`config.mk`:
```
export PLATFORM = sky130hd
export DESIGN_NAME = hazard_scoreboard
export DESIGN_NICKNAME = d
export VERILOG_FILES = /design/src/rtl/hazard_scoreboard.sv
export SDC_FILE = /design/constraint.sdc
export NUM_CORES = 1
export LEC_CHECK = 0
export ABC_AREA = 1
export CELL_PAD_IN_SITES_DETAIL_PLACEMENT = 1
export CELL_PAD_IN_SITES_GLOBAL_PLACEMENT = 2
export CORE_ASPECT_RATIO = 0.75
export CORE_MARGIN = 2
export CORE_UTILIZATION = 34
export CTS_BUF_LIST = sky130_fd_sc_hd__clkbuf_16
export DETAILED_ROUTE_END_ITERATION = 12
export GPL_TIMING_DRIVEN = 0
export PLACE_DENSITY_LB_ADDON = 0.12
export SKIP_LAST_GASP = 1
export SLEW_MARGIN = 10
export SYNTH_ARGS = -nofsm -noshare
export SYNTH_HDL_FRONTEND = slang
export SYNTH_SLANG_ARGS = --single-unit
```
`constraint.sdc`:
```
create_clock -name clk -period 5.4 [get_ports clk]
set_input_delay 1.08 -clock clk [delete_from_list [all_inputs] [get_ports clk]]
set_output_delay 1.08 -clock clk [all_outputs]
set_load 0.05 [all_outputs]
```
`src/rtl/hazard_scoreboard.sv`:
```
// Per-register countdown scoreboard for ID-stage hazard detection: each in-flight write
// counts down to the cycle its result becomes forwardable, and ID sources are checked against it.
module hazard_scoreboard #(
    parameter int REG_AW   = 5,
    parameter int ALU_LAT  = 1,
    parameter int LOAD_LAT = 2,
    parameter int STAT_W   = 32
) (
    input  logic                   clk,
    input  logic                   rst_n,
    input  logic                   id_valid,
    input  logic [REG_AW-1:0]      id_rs,
    input  logic [REG_AW-1:0]      id_rt,
    input  logic                   id_use_rs,
    input  logic                   id_use_rt,
    input  logic                   id_branch,
    input  logic                   id_flush,
    input  logic                   id_reg_write,
    input  logic                   id_mem_read,
    input  logic [REG_AW-1:0]      id_rd,
    input  logic                   hold,
    input  logic                   stat_clr,
    output logic                   stall,
    output logic [1:0]             stall_cause,
    output logic [2**REG_AW-1:0]   pending,
    output logic [STAT_W-1:0]      stall_cycles
);

    localparam int NUM_REGS = 2**REG_AW;
    localparam int CW       = $clog2(LOAD_LAT + 1);

    localparam logic [CW-1:0] ONE      = CW'(1);
    localparam logic [CW-1:0] ALU_CNT  = CW'(ALU_LAT);
    localparam logic [CW-1:0] LOAD_CNT = CW'(LOAD_LAT);

    logic [CW-1:0]       cnt [NUM_REGS];
    logic [NUM_REGS-1:0] ld;
    logic                hz_rs;
    logic                hz_rt;
    logic                issue;

    // An EX consumer can take the value via forwarding once cnt reaches 1; an ID
    // consumer (branch compare) has no forwarding path, so it needs cnt at 0.
    always_comb begin
        hz_rs = 1'b0;
        hz_rt = 1'b0;
        if (id_use_rs && id_rs != '0)
            hz_rs = id_branch ? (cnt[id_rs] != '0) : (cnt[id_rs] > ONE);
        if (id_use_rt && id_rt != '0)
            hz_rt = id_branch ? (cnt[id_rt] != '0) : (cnt[id_rt] > ONE);
    end

    assign stall = id_valid & (hz_rs | hz_rt);
    assign issue = id_valid & ~stall & ~hold & ~id_flush & id_reg_write & (id_rd != '0);

    always_comb begin
        stall_cause = 2'b00;
        if (stall) begin
            if (!id_branch)
                stall_cause = 2'b01;
            else if (hz_rs)
                stall_cause = ld[id_rs] ? 2'b11 : 2'b10;
            else
                stall_cause = ld[id_rt] ? 2'b11 : 2'b10;
        end
    end

    always_comb begin
        pending = '0;
        for (int r = 1; r < NUM_REGS; r++)
            pending[r] = (cnt[r] != '0);
    end

    // Register 0 is hardwired to zero, so its entry stays at its reset value.
    always_ff @(posedge clk or negedge rst_n) begin
        if (!rst_n) begin
            for (int r = 0; r < NUM_REGS; r++)
                cnt[r] <= '0;
            ld <= '0;
        end else if (!hold) begin
            for (int r = 1; r < NUM_REGS; r++) begin
                if (issue && id_rd == REG_AW'(r)) begin
                    cnt[r] <= id_mem_read ? LOAD_CNT : ALU_CNT;
                    ld[r]  <= id_mem_read;
                end else if (cnt[r] != '0) begin
                    cnt[r] <= cnt[r] - ONE;
                end
            end
        end
    end

    always_ff @(posedge clk or negedge rst_n) begin
        if (!rst_n)
            stall_cycles <= '0;
        else if (stat_clr)
            stall_cycles <= '0;
        else if (stall && !hold && stall_cycles != '1)
            stall_cycles <= stall_cycles + STAT_W'(1);
    end

endmodule

```
==> results of run 1 <==
-- power by group --
| part | total [mW] | switching (mW) | internal [mW] |
|---|---|---|---|
| combinational | 2.82 | 1.91 | 0.908 |
| sequential | 1.40 | 0.219 | 1.18 |
| clock | 1.23 | 0.509 | 0.723 |
-- what timing repair did --
action                     4_1_cts  5_1_grt
setup endpoints to repair        3        2
resized for setup                8        4
hold endpoints to repair         0        0
-- how the worst min path moves through the flow --
stage	to	slack, ns
after floorplan	ld[2]	0.45
after global placement	ld[31]	0.47
after detailed placement	ld[31]	0.47
after CTS	ld[18]	0.49
after global routing	ld[9]	0.51
final	ld[9]	0.49
-- worst max-delay path: cells and delay by family --
family / cells / cell delay (ns)
AOI/OAI and AO/OA: 1 / 0.15
buffers and inverters: 5 / 1.78
and+or+nand+nor: 9 / 1.32
-- layout by cell type (no fill, tap or decap), drive strengths merged, types with 32 or more instances in the layout --
master and n:
nand4 49, ha 32, inv 220, o21ai 70, clkdlybuf4s50 81, nor2 133
nand3 238, nand2 575, clkbuf 39, dfrtp 125, buf 51
-- per-layer routing --
metal / wire, um / share of wire / up-vias / global-route usage
li1: - / - / 5359 / -
met1: 24250 / 0.49 / 5681 / 0.4906
met2: 19130 / 0.39 / 477 / 0.4330
met3: 4857 / 0.099 / 50 / 0.1016
met4: 856 / 0.017 / 0 / 0.07878
met5: 0 / 0 / - / 0
-- state kept, by name, summed over array words and instances, names as in the netlist --
name and flops:
stall_cycles 32, ld 31, cnt 62
-- area by class of cell --
class / instances / area, sq um / area share
flip-flops and latches: 125 / 3128 / 0.2624
clock buffers: 17 / 425.4 / 0.03569
clock inverters: 15 / 172.7 / 0.01449
multi-input cells: 1196 / 5608 / 0.4705
inverters: 218 / 818.3 / 0.06865
plain buffers: 70 / 399.1 / 0.03349
repair buffers: 86 / 877.1 / 0.07359
well taps: 392 / 490.5 / 0.04115
-- logic make-up after synthesis --
logic type	count (synthesis)
AO/OA/AOI/OAI	124
AND/OR/NAND/NOR	1025
XOR/XNOR	14
other	1
adder cells (fa/ha/maj)	32
flip-flops	125
buffers and inverters	288
==> impl_metrics.toml, run 1 <==
[outcome]
outcome = "finished, violations left"
violations = "setup timing"

[worst_hold_path]
hold_start = "ld[9]"
hold_path.class = "reg -> reg"
min_path_cells = 2

[flow_run]
maxCapViolCount = 0

[timing]
max_freq_mhz = 184.2
finalHoldViolCount = 0
setup_viol = 1
setup_tns_ns = -0.02776
min_period_ns = 5.428
skew_ns = 0.01134
worst_slack_ns = -0.02776
max_slew.worst_pin.slew_ns = 1.019
slew_viol_final = 0
slew_headroom = 0.3144
period_share = 1.005
holdWs_ns = 0.4860
rsz0062_at_grt = "yes"

[clock_tree]
cts_tree = "built"
cts-root-buf = "clkbuf_16"
htree_levels = 4
postCtsSetupRepairBufs = 0
cts_buffer_depth = 2
clock-sinks = 125
cts_buffers = 17
hold_buffers = 0
worstSkewPairLatency_ns = 0.46
clk_pin_slew_worst_paths_ns = 0.06

[floorplan]
die_h_um = 152.1
dieArea_sq_um = 30660
rows = 54
num_io_pins = 93
start_util = 0.3440
coreArea_sq_um = 28920
die_x_um = 201.5

[grt]
overflow = 0
antenna_found_initial = 0
grt_max_degree = 82
grt_use_total = 0.3222
grt_pass1_vias = 11323
grt_pass1_wl_um = 72860

[synthesis]
synth_top_family_by_area = "simple AND/OR/NAND/NOR gates"
synth_top_cell_by_area = "dfrtp_1"
syn-num-nets = 1667
synth_mux_area_frac = 0
synth_commonest_cells = "nand2_1 (571), nand3_1 (231), inv_1 (214)"
synth_compound_area_frac = 0.06956
synth_warnings = 3
synthFlopType = "dfrtp_1"
synth_simple_gate_area_frac = 0.4413
synthAdderAreaFrac = 0.04025
synth-edff-count = 0
syn_area_per_cell_sq_um = 6.182
synthTopCellsByArea = "dfrtp_1 (31%), nand2_1 (22%), nand3_1 (12%)"
async_flop_share = 1.000
synth_most_common_cell = "nand2_1"
synthDistinctLibCells = 38
synth-seq-cells = 125
synthXorXnorAreaFrac = 0.01233
yosysTopAreaCellShare = 0.3145
synthCells = 1609
seq_area_frac_synth = 0.3145
synth.cell_area_sq_um = 9947

[layout]
final_area_sq_um = 11920
fill_cells = 3896
area_growth_pct = 19.82
insertedDiodeCount = 0
drive_above_1_share = 0.05559
post-route-util = 0.4122
nets = 1772
fin_cells = 2119

[worst_setup_path]
critical-path-max-stage-delay_ns = 0.67
crit_start = "id_rs[1]"
crit_arrival_ns = 4.35
crit_chain = "clkdlybuf4s50_1 > buf_2 > nand3_1 > nand3_1 > nand3_1 > nand2_1 > nand2_1 > nand2_1 > inv_1 > nand2_1 > nand2_2 > clkbuf_4 > or2_2 > a31oi_1 > clkdlybuf4s18_2"
r2r_cells = 15
cp-end-kind = "primary output"
crit_type = "in -> out"
endpoint = "stall_cause[0]"
cpMaxStageDelayCell = "clkdlybuf4s50_1"
required_ns = 4.32
crit_top_cell = "nand2_1"
r2r_start = "stall_cycles[0]"
rr_endpoint = "stall_cycles[9]"
critPathLaunchType = "input port"
reg2reg_slack_ns = 2.15
crit_fanout = 10

[power]
ir_worst_vdd_mv = 0.3153
power_density_nw_per_um2 = 457.9
total_power_mw = 5.458
power.leakage_nw = 6.061

[routing]
dr.first_iter.drc_count = 1132
wl_per_cell_um = 23.17
postRouteWirelength_um = 49100
first_pass_iters = 5
vias_per_cell = 5.459
drc = 0
via_count = 11567
ant_nets = 0

[placement]
portBuffers = 85
routabilityCongestion = 0.9714
place_ws_ns = -0.5096
place_area_sq_um = 11320
dp_hpwl_um = 38660
dp_cells = 2087
(Power assumes the default switching activity.)
==> run 2: changes to the inputs <==
CORE_UTILIZATION = 29   (was 34)
clock period = 4.7 ns   (was 5.4 ns; I/O delays follow)
==> run 2 against run 1 <==
- the flow now finishes without violations
- worst setup slack improved by 0.088 ns
- wire length grew 4.7%
- cell area rose by 1.2%
- combinational power grew 16%
- sequential power increased by 15%
- highest routed layer unchanged
==> impl_metrics.toml, run 2 (same netlist as run 1, synthesis figures left out) <==
[routing]
dr.first_iter.drc_count = 1080
postRouteWirelength_um = 51410
vias_per_cell = 5.309
via_count = 11564
drc = 0
ant_nets = 0
wl_per_cell_um = 23.60
first_pass_iters = 6

[layout]
mostFrequentLayoutCells = "nand2_1 (568), nand3_1 (230), inv_1 (213)"
largest_reg_flops = 62
top_register = "cnt"
drive_above_1_share = 0.06369
layout.cells.most_common = "nand2_1"
fill_cells = 4415
area_growth_pct = 21.28
area.sequential_sq_um = 3128
top_regs = "cnt: 62 flops, stall_cycles: 32 flops, ld: 31 flops"
nets = 1772
multiInputGateArea_sq_um = 5642

[clock_tree]
clk_pin_slew_worst_paths_ns = 0.08
cts_buffers = 17
cts_buffer_depth = 2
cts_tree = "built"
clock-sinks = 125
worstSkewPairLatency_ns = 0.47
cts-root-buf = "clkbuf_16"
htree_levels = 4

[flow_run]
maxCapViolCount = 0

[placement]
portBuffers = 85
dp_hpwl_um = 40170
place_ws_ns = -1.148
routabilityCongestion = 0.9622

[worst_setup_path]
crit_fanout = 10
rr_endpoint = "stall_cycles[0]"
required_ns = 3.76
crit_arrival_ns = 3.70
crit_type = "in -> out"
cp-end-kind = "primary output"
r2r_cells = 14
critPathLaunchType = "input port"
r2r_start = "stall_cycles[0]"
reg2reg_slack_ns = 1.49

[floorplan]
dieArea_sq_um = 35810
rows = 58
die_x_um = 217.9
coreArea_sq_um = 33670
start_util = 0.2954
die_h_um = 164.4
num_io_pins = 93

[timing]
period_share = 0.9871
max_slew.worst_pin.slew_ns = 1.028
slew_viol_final = 0
holdWs_ns = 0.4167
slew_headroom = 0.3145
rsz0062_at_grt = "no"
max_freq_mhz = 215.5
skew_ns = 0.01829
worst_slack_ns = 0.06052
min_period_ns = 4.639
finalHoldViolCount = 0
setup_viol = 0

[power]
total_power_mw = 6.340
ir_worst_vdd_mv = 0.3011
power.leakage_nw = 6.081
power_density_nw_per_um2 = 525.5

[grt]
antenna_found_initial = 0
overflow = 0
grt.busiest_layer = "met1"
met3_usage = 0.07680
grt_pass1_vias = 11514
grt_pass1_wl_um = 76120
grt_max_degree = 67
grt_use_met2 = 0.4081
use_met1 = 0.4433
grt_use_total = 0.2941

[worst_hold_path]
hold_path.class = "in -> async"

[outcome]
outcome = "completed"
run 2: cell count changes in the layout (fill, tap and decap cells not counted), sizes merged, moves of 2 or more:
| cell | previous run | this run |
|---|---|---|
| buf | 51 | 54 |
| clkinv | 6 | 3 |
| inv | 220 | 223 |
| clkdlybuf4s50 | 81 | 79 |
run 2: timing repair:
action | CTS | global route
hold buffers | 0 | 0
buffers inserted | 0 | 0
pin swaps | 0 | 0
endpoints found under the setup margin | 3 | 3
endpoints found under the hold margin | 0 | 0
gates resized for setup | 36 | 11
run 2: worst max-delay path by stage:
stage | startpoint | to | slack, ns | cells after the start
2_1_floorplan | id_rs[2] | stall_cause[0] | 0.04 | 14
3_3_place_gp | rst_n | cnt[36] | -3.29 | 1
3_5_place_dp | id_rs[1] | stall_cause[0] | -1.15 | 17
4_1_cts | id_rt[0] | stall_cause[0] | 0.01 | 11
5_1_grt | id_rs[1] | stall_cause[0] | 0.03 | 15
6_report | id_rs[1] | stall_cause[0] | 0.06 | 15
run 2: final cells by class:
| class | count | area share |
|---|---|---|
| multi-input combinational | 1196 | 0.4676 |
| sequential | 125 | 0.2593 |
| timing repair buffer | 86 | 0.07270 |
| inverter | 218 | 0.06804 |
| tap | 450 | 0.04667 |
| clock buffer | 17 | 0.03526 |
| buffer | 70 | 0.03485 |
| clock inverter | 15 | 0.01535 |
| antenna | 1 | 0.0002074 |
run 2: metal layers:
layer | part of all wire | routed length [um]
met3 | 0.089 | 4580
met1 | 0.50 | 25590
met2 | 0.39 | 20220
met5 | 0 | 0
met4 | 0.020 | 1016
run 2: power by group:
group / internal (mW) / switching [mW] / total (mW)
combinational: 1.05 / 2.21 / 3.26
clock: 0.842 / 0.632 / 1.47
sequential: 1.36 / 0.250 / 1.61
run 2: worst max-delay path: stages:
cell	delay [ns]
dlygate4sd2_1	0.44
buf_4	0.33
nand3_1	0.16
nand3_2	0.16
nand3_1	0.09
nand2_1	0.18
nand2_1	0.08
nand2_1	0.07
inv_1	0.03
nand2_1	0.06
nand2_2	0.17
buf_4	0.26
or2_2	0.33
a31oi_4	0.18
buf_6	0.19
run 2: through the flow:
step / instance area [sq um] / std cells / utilization / setup TNS, ns
floorplan: 9947 / 1609 / - / 0
global placement: 11360 / 2144 / 0.3374 / -409.70
detailed placement: 11390 / 2145 / 0.3384 / -2.746
CTS: 12050 / 2177 / 0.3579 / 0
global route: 12060 / 2177 / 0.3582 / 0
finish: 12060 / 2178 / 0.3583 / 0
==> run 3: changes to the inputs <==
PLACE_DENSITY = 0.83   (was not set)
PLACE_DENSITY_LB_ADDON = not set   (was 0.12)
REMOVE_ABC_BUFFERS = 1   (was not set)
==> run 3 against run 2 <==
- global-route usage decreased by 5.6 points
- clock power fell by 9.5%
- critical path type unchanged
- largest power group unchanged
- largest cell class unchanged
- critical path depth is 3 higher
- maximum frequency is 2.0% higher
- utilization down 0.48 points
- critical endpoint is now stall
- non-clock buffer count is 49 lower
- die area is the same
- via count fell by 3.6%
- sequential power about the same
- combinational power is 2% lower
- worst hold slack worse by 0.028 ns
- register-to-register slack worse by 0.23 ns
==> impl_metrics.toml, run 3 (same netlist as run 1, synthesis figures left out) <==
[outcome]
outcome = "completed"

[routing]
drc = 0
dr.first_iter.drc_count = 907
ant_nets = 0
wl_per_cell_um = 20.02
via_count = 11143
postRouteWirelength_um = 42650
first_pass_iters = 5
vias_per_cell = 5.231

[worst_setup_path]
critPathLaunchType = "input port"
crit_fanout = 27
r2r_start = "stall_cycles[0]"
rr_endpoint = "stall_cycles[12]"
cp-end-kind = "primary output"
crit_type = "in -> out"
reg2reg_slack_ns = 1.26
crit_arrival_ns = 3.61
required_ns = 3.76
r2r_cells = 13

[power]
power_density_nw_per_um2 = 514.6
ir_worst_vdd_mv = 0.3126
power_frac_seq = 0.260
p_sw_mw = 2.951
p_int_mw = 3.173
power.leakage_nw = 5.959
swShare = 0.4819
pwr-share-comb = 0.523
clock_power_share = 0.217

[worst_hold_path]
hold_path.class = "in -> async"

[layout]
drive_above_1_share = 0.05357
fin_cells = 2130
top_regs = "cnt: 62 flops, stall_cycles: 32 flops, ld: 31 flops"
mostFrequentLayoutCells = "nand2_1 (567), nand3_1 (231), inv_1 (210)"
nets = 1725
multiInputGateArea_sq_um = 5680
top_register = "cnt"
largest_reg_flops = 62
layout.cells.most_common = "nand2_1"
area_growth_pct = 19.65
fill_cells = 4410
final_area_sq_um = 11900
area.sequential_sq_um = 3128
insertedDiodeCount = 0

[timing]
setup_viol = 0
max_slew.worst_pin.slew_ns = 1.263
max_freq_mhz = 219.8
skew_ns = 0.01042
worst_slack_ns = 0.1505
slew_headroom = 0.1574
period_share = 0.9680
slew_viol_final = 0
finalHoldViolCount = 0
min_period_ns = 4.550

[clock_tree]
clk_pin_slew_worst_paths_ns = 0.06
htree_levels = 4
cts-root-buf = "clkbuf_16"
cts_buffer_depth = 2
clock-sinks = 125
cts_buffers = 17
worstSkewPairLatency_ns = 0.45
cts_tree = "built"

[placement]
place_ws_ns = -2.676
dp_hpwl_um = 29730
routabilityCongestion = 0.9013
dp_cells = 2086
place_area_sq_um = 11140
portBuffers = 91

[grt]
grt_max_degree = 84
grt_use_total = 0.2383
antenna_found_initial = 1
overflow = 0
grt_pass1_vias = 10966
grt_pass1_wl_um = 64350

[floorplan]
rows = 58
start_util = 0.2954
num_io_pins = 93
die_x_um = 217.9
die_h_um = 164.4
coreArea_sq_um = 33670
dieArea_sq_um = 35810

[flow_run]
maxCapViolCount = 0
[run 3: cell types whose count changed in the layout (fill, tap and decap cells not counted), sizes merged, moves of 2 or more]
| cell | previous run | this run |
|---|---|---|
| clkinv | 3 | 8 |
| buf | 54 | 24 |
| clkinvlp | 4 | 6 |
| inv | 223 | 218 |
| clkbuf | 38 | 18 |
[run 3: area by class of cell]
cell class,count,share of cell area
Tap cell,450,0.04731
Multi-Input combinational cell,1197,0.4773
Sequential cell,125,0.2628
Clock buffer,17,0.03574
Timing Repair Buffer,107,0.09420
Inverter,218,0.07096
Clock inverter,15,0.01104
Timing Repair inverter,1,0.0006308
[run 3: power by group through the flow]
| stage | clock network, mW | registers [mW] | logic (mW) |
|---|---|---|---|
| detailed placement | 0 | 1.60 | 3.16 |
| CTS | 1.36 | 1.59 | 3.20 |
| global placement | 0 | 1.60 | 3.07 |
| global route | 1.39 | 1.63 | 3.61 |
| finish | 1.33 | 1.59 | 3.20 |
| floorplan | 0 | 1.53 | 2.19 |
[run 3: critical path, cell delays in order]
cell,delay [ns]
buf_2,0.19
buf_12,0.23
inv_8,0.13
nor2_4,0.25
buf_12,0.15
nand2_1,0.05
nand3_1,0.09
nand2_1,0.06
nand2_1,0.07
nand2_1,0.05
nand2_1,0.06
inv_1,0.05
nand2_2,0.14
nand2_8,0.18
nand2_4,0.16
inv_1,0.06
nor2_2,0.15
dlygate4sd2_1,0.56
[run 3: per-stage QoR]
step | TNS, ns | total power [mW] | hold WS (ns) | util
5_1_grt | -0.01197 | 6.635 | 0.4084 | 0.3534
2_1_floorplan | -0.6756 | 3.717 | 0.4491 | -
6_report | 0 | 6.124 | 0.3885 | 0.3534
3_5_place_dp | -201.46 | 4.765 | 0.4756 | 0.3308
3_3_place_gp | -773.42 | 4.665 | 0.4670 | 0.3275
4_1_cts | -0.02515 | 6.145 | 0.3952 | 0.3516
[run 3: timing repair]
action                     CTS  global route
setup endpoints to repair  128            75
pin swaps                    2             2
gates resized for setup     46            10
hold buffers                 0             0
buffers inserted             9             0
cloned                       1             2
[run 3: metal layers]
metal  part of all wire  track usage  routed length (um)
met1               0.49       0.3418               20800
met2               0.42       0.3538               18070
met3              0.069      0.05396                2935
met4              0.019      0.07390                 821
met5            0.00030            0                  13
[run 3: worst max-delay path by stage]
stage / start / to / slack [ns] / depth (start not counted)
final: id_rs[0] / stall / 0.15 / 18
after CTS: id_rs[0] / stall_cause[0] / -0.03 / 18
after global routing: id_rs[0] / stall / -0.01 / 17
after floorplan: id_rt[1] / stall_cause[0] / -0.42 / 13
after detailed placement: id_rs[1] / stall_cause[0] / -2.68 / 17
after global placement: id_rt[0] / stall_cause[0] / -4.11 / 16
